--- src/rtl/demux_1x2_8b_reg.sv ---
// Registered 1-to-2 byte demultiplexer with valid/ready handshaking.
// Each output channel is a one-entry register with a wrapping delivery counter.
module demux_1x2_8b_reg (
  input  logic       clk,
  input  logic       rst_n,
  input  logic [7:0] in_data,
  input  logic       s,
  input  logic       in_valid,
  output logic       in_ready,
  output logic [7:0] out0_data,
  output logic [7:0] out1_data,
  output logic       out0_valid,
  output logic       out1_valid,
  input  logic       out0_ready,
  input  logic       out1_ready,
  output logic [7:0] cnt0,
  output logic [7:0] cnt1
);

  logic       v0_q, v0_d, v1_q, v1_d;
  logic [7:0] d0_q, d0_d, d1_q, d1_d;
  logic [7:0] c0_q, c0_d, c1_q, c1_d;
  logic       free0, free1, acc0, acc1, dlv0, dlv1;

  always_comb begin
    free0    = !v0_q || out0_ready;
    free1    = !v1_q || out1_ready;
    in_ready = s ? free1 : free0;
    acc0     = in_valid && in_ready && !s;
    acc1     = in_valid && in_ready && s;
    dlv0     = v0_q && out0_ready;
    dlv1     = v1_q && out1_ready;

    v0_d = v0_q;
    d0_d = d0_q;
    c0_d = c0_q;
    v1_d = v1_q;
    d1_d = d1_q;
    c1_d = c1_q;

    // A load on the same edge as a delivery wins: valid stays set with new data.
    if (dlv0) begin
      v0_d = 1'b0;
      c0_d = c0_q + 8'd1;
    end
    if (acc0) begin
      v0_d = 1'b1;
      d0_d = in_data;
    end
    if (dlv1) begin
      v1_d = 1'b0;
      c1_d = c1_q + 8'd1;
    end
    if (acc1) begin
      v1_d = 1'b1;
      d1_d = in_data;
    end
  end

  always_ff @(posedge clk or negedge rst_n) begin
    if (!rst_n) begin
      v0_q <= 1'b0;
      v1_q <= 1'b0;
      d0_q <= '0;
      d1_q <= '0;
      c0_q <= '0;
      c1_q <= '0;
    end else begin
      v0_q <= v0_d;
      v1_q <= v1_d;
      d0_q <= d0_d;
      d1_q <= d1_d;
      c0_q <= c0_d;
      c1_q <= c1_d;
    end
  end

  assign out0_valid = v0_q;
  assign out1_valid = v1_q;
  assign out0_data  = d0_q;
  assign out1_data  = d1_q;
  assign cnt0       = c0_q;
  assign cnt1       = c1_q;

endmodule

--- config.mk ---
export PLATFORM = sky130hd
export DESIGN_NAME = demux_1x2_8b_reg
export DESIGN_NICKNAME = d
export VERILOG_FILES = /design/src/rtl/demux_1x2_8b_reg.sv
export SDC_FILE = /design/constraint.sdc
export NUM_CORES = 1
export LEC_CHECK = 0
export CAP_MARGIN = 20
export CORE_UTILIZATION = 44
export DETAILED_ROUTE_END_ITERATION = 8
export PLACE_DENSITY = 0.88
export REMOVE_ABC_BUFFERS = 1
export SYNTH_ARGS = -nofsm -noshare
export SYNTH_HDL_FRONTEND = slang
export SYNTH_SLANG_ARGS = --single-unit
export TNS_END_PERCENT = 5
--- constraint.sdc ---
create_clock -name clk -period 1.4 [get_ports clk]
set_input_delay 0.21 -clock clk [delete_from_list [all_inputs] [get_ports clk]]
set_output_delay 0.21 -clock clk [all_outputs]
set_load 0.02 [all_outputs]
### After elaboration in Yosys (flattened, before gate mapping)

Cells that the tools add are included.

* register bits: 34
* input bits: 14
* output and inout port bits: 35
* logic and storage cells: 25

* $add $sub $neg: 2
* multiplexer cells: 5
* reduce and logical (&&, ||, !) cells: 12

Operators with widths (count)
* $add 8x1->8 const B: 2
* $logic_and 1x1->1: 5
* $mux 1: 5
* $reduce_bool 2->1: 2
* $logic_not 1->1: 3
* $logic_or 1x1->1: 2

### Longest topological paths before layout

* depth in word-level cells: 6
* mapped depth: 4
* mapped depth without buffers: 4

### Worst setup path before layout

Ideal clock, no wire load.

* path kind: register -> register
* from: register v0_q (netlist: out0_valid)
* to: register d0_q[0] (netlist: out0_data[0])
* library setup time: 125 ps
* arrival: 1299 ps
* data required time: 1275 ps
* path slack: -24 ps
* stages on the path, launching flop included: 4
* path buffers: 0
* period minus slack after synthesis: 1424 ps
* path through: dfrtp_1 > nand2b_1 > nor3b_4 > mux2_2

* word-level cells in the longest chain between the ends: 5

RTL lines
* start: declaration: line 20 `logic v0_q, v0_d, v1_q, v1_d;`
* start signal: assignment: line 69 `v0_q <= v0_d;`
* $logic_not 1->1: line 26 `free0 = !v0_q || out0_ready;`
* $logic_or 1x1->1: line 26
* $mux 1: line 28 `in_ready = s ? free1 : free0;`
* $logic_and 1x1->1 (2 in a row): line 29 `acc0 = in_valid && in_ready && !s;`
* end signal: assignment: line 64 `d0_q <= '0;`
* end signal: assignment: line 71 `d0_q <= d0_d;`
* end: declaration: line 21 `logic [7:0] d0_q, d0_d, d1_q, d1_d;`

Every way passes these cells.
A chain may end at the register's enable or synchronous reset.

### Worst setup path after layout

* from: register v0_q (netlist: out0_valid)
* to: output port in_ready

* word-level cells in the longest chain between the ends: 3

RTL lines
* $logic_not 1->1: line 26
* $logic_or 1x1->1: line 26
* $mux 1: line 28
* end: declaration: line 9 `output logic in_ready,`

Every way passes these cells.

==> metrics.md <==
| Metric | Value |
|---|---|
| Status | finished, violations left |
| Failing checks | negative setup slack |
| Reg-to-reg endpoint | out0_data[3] |
| P per Cell Area | around 1500 nW/um2 |
| Post-synth top area cell | dfrtp_1 |
| Unrepaired setup endpoints after global routing | true |
| Avg WL per Cell | roughly 14 um |
| Register area share after synthesis | 0.613 |
| Number of synthesized flops with an enable pin | 0 |
| Pin count of the biggest net entering global routing | 35 |
| Max-slew violations | 0 |
| Fraction of final layout cells sized beyond drive strength 1 | 0.262 |
| Area growth syn-to-layout | 48.1% |
| Vias per cell | ~4.8 |
| Fillers | 249 |
| Post-Route WL | 2.96 mm |
| Total grt overflow | 0 |
| Final setup fails | 1 |
| Worst Path Max Fanout | 3 |
| Setup crit end kind | output pin |
| HP Class | input pin to asynchronous set/reset pin |
| Final worst slack | -0.0335 ns |
| Vias in the first global route | ~1100 |
| Max Freq | 0.698 GHz |
| Die Span Y | ~58 um |
| Synth top area cells | dfrtp_1, mux2_2, xor2_1 |
| RePlAce Congestion | 0.852 |
| R2R cell count | 4 |
| Die X-Extent | just under 60 um |
| H-tree levels | 2 |
| Most frequent cell after synthesis | dfrtp_1 |
| GRT Overall Usage | 0.205 |
| FF-to-FF setup slack | 0.05 ns |
| Slew @ Worst Pin | approximately 0.25 ns |
| Final Hold Fails | 0 |
| Leak pwr | approximately 1 nW |
| Launching point of the worst reg2reg path | out0_valid |
| Asr flop ratio synth | 1.00 |
| Layout Skew | around 0.0094 ns |
| Clk sinks | 34 |
| Port buffer count | 48 |
| CTS tree | built |
| 1st-pass router iterations | 3 |
| Fin nets | between 150 and 200 |
| Core area | 3030 um2 |
| Placed cell count | between 200 and 250 |
| Clock latency on the worst-skew pair | about 0.34 ns |
| Cell variety after synth | 18 |
| Synth Warn # | 0 |
| Max clock buf depth | 2 |
| Post-DP HPWL | approximately 2.2 mm |
| Period utilisation layout | 1.02 |
| Die area | ~3400 um2 |
| Initial antenna violation count | 0 |
| First-pass GRT wire length | between 5 and 6 mm |
| Top-level I/O count | a little under 50 |
| Fin cells | between 200 and 250 |
| Inserted Clock Buffers | 5 |
| Synth top cells by count | dfrtp_1, mux2_2, nand2_1, xor2_1, xnor2_1 |
| Slew Limit Headroom | 0.835 |
| Netlist Area Pre-Place | between 1000 and 1500 um2 |
| Worst EP required | approximately 1.2 ns |
| Register bit total from synthesis | 34 |
| Post-layout min period | approximately 1.4 ns |
| Share of the synthesized area in the top cell type | 0.613 |
| Rows | 20 |
| CTS root buffer | clkbuf_4 |
| Antenna-violating nets left | 0 |
| Max-Cap Viols | 0 |
| Top FF cell, synth | dfrtp_1 |
| Initial DRC Count | 30 |
| Max VDD drop | roughly 0.88 mV |
| ANT cells | 0 |
| Syn Area/Cell | ~13 um2 |
| Cells after Synth | between 100 and 150 |
| Crit path launch type | flop |
| DRC | 0 |
| DR vias | just over 1000 |
| CP arrival | around 1.2 ns |
| Clk slew on worst S/H paths | about 0.11 ns |
| Place WS | -0.513 ns |
| Crit path kind | flop to output pin |
| Initial core utilization | 0.459 |
-- flip-flops by register name, summed over array words and instances (netlist names) --
signal / cells
cnt0: 8
cnt1: 8
out0_data: 8
out1_data: 8
out0_valid: 1
out1_valid: 1
-- layout make-up --
| type | count | area, um2 | share of cell area |
|---|---|---|---|
| multi-input combinational | 67 | 551 | 0.268 |
| clock buffer | 7 | 55.1 | 0.0268 |
| tap | 44 | 55.1 | 0.0268 |
| sequential | 34 | 851 | 0.414 |
| clock inverter | 1 | 5.00 | 0.00243 |
| timing repair buffer | 58 | 537 | 0.261 |
| inverter | 1 | 3.75 | 0.00182 |
-- through the flow --
stage	hold WS, ns	cell area, um2	total power, mW	setup TNS [ns]	utilization
floorplan	-0.0856	1380	2.06	-1.12	-
global placement	0.456	2020	2.74	-5.56	0.667
detailed placement	0.475	2020	2.79	-6.51	0.667
CTS	0.232	2050	3.19	-0.231	0.676
global route	0.238	2060	3.36	-0.0743	0.679
finish	0.234	2060	3.16	-0.0335	0.679
-- placed cells by master, fill, tap and decap left out, types with 2 or more instances in the layout --
cell type / netlist / layout
dfrtp_1: 34 / 34
dlygate4sd2_1: 0 / 31
mux2_2: 19 / 18
clkdlybuf4s50_1: 0 / 11
nand2_1: 10 / 10
xor2_1: 8 / 8
buf_4: 0 / 7
xnor2_1: 6 / 6
clkbuf_4: 0 / 5
nor3_1: 4 / 4
nand4_1: 4 / 4
nor2_1: 4 / 4
nand3_1: 3 / 3
nand2b_4: 0 / 2
ha_1: 2 / 2
dlymetal6s2s_1: 0 / 2
clkbuf_2: 0 / 2
buf_6: 0 / 2
buf_12: 0 / 2
-- worst max-delay path by stage --
stage | start | end | slack [ns]
floorplan | out1_valid | out1_data[0] | -0.12
CTS | out1_ready | in_ready | -0.22
detailed placement | out0_ready | in_ready | -0.51
global route | out0_valid | in_ready | -0.07
finish | out0_valid | in_ready | -0.03
global placement | out0_ready | in_ready | -0.50
-- per-layer routing --
layer,share of wire,routed length [um],GRT usage
met5,0,0,0
met4,0.019,56,0.0646
met3,0.083,246,0.0960
met2,0.49,1450,0.355
met1,0.41,1200,0.223
-- critical path: stages (launching register included) --
cell and delay [ns]:
dfrtp_1 0.41, nand2b_4 0.08, mux2_4 0.27, buf_6 0.13
-- cell families after synthesis --
group / count (synthesis) / synth area share
buffers and inverters: 2 / 0.00630
AO/OA/AOI/OAI: 1 / 0.00360
flip-flops: 34 / 0.613
multiplexers: 19 / 0.154
XOR/XNOR: 14 / 0.0883
AND/OR/NAND/NOR: 31 / 0.117
adder cells (fa/ha/maj): 2 / 0.0180
-- power by group --
| part | internal [mW] | total [mW] | switching, mW |
|---|---|---|---|
| Clock | 0.243 | 0.565 | 0.321 |
| Combinational | 0.537 | 1.16 | 0.626 |
| Sequential | 1.22 | 1.43 | 0.215 |
| Total | 2.00 | 3.16 | 1.16 |
-- timing repair --
item,in CTS,in global routing
pin swaps,0,0
buffers inserted,0,0
setup endpoints to repair,44,20
gates resized for setup,40,14
hold buffers,0,0
cloned,0,0
Power figures use the tool's default switching activity.
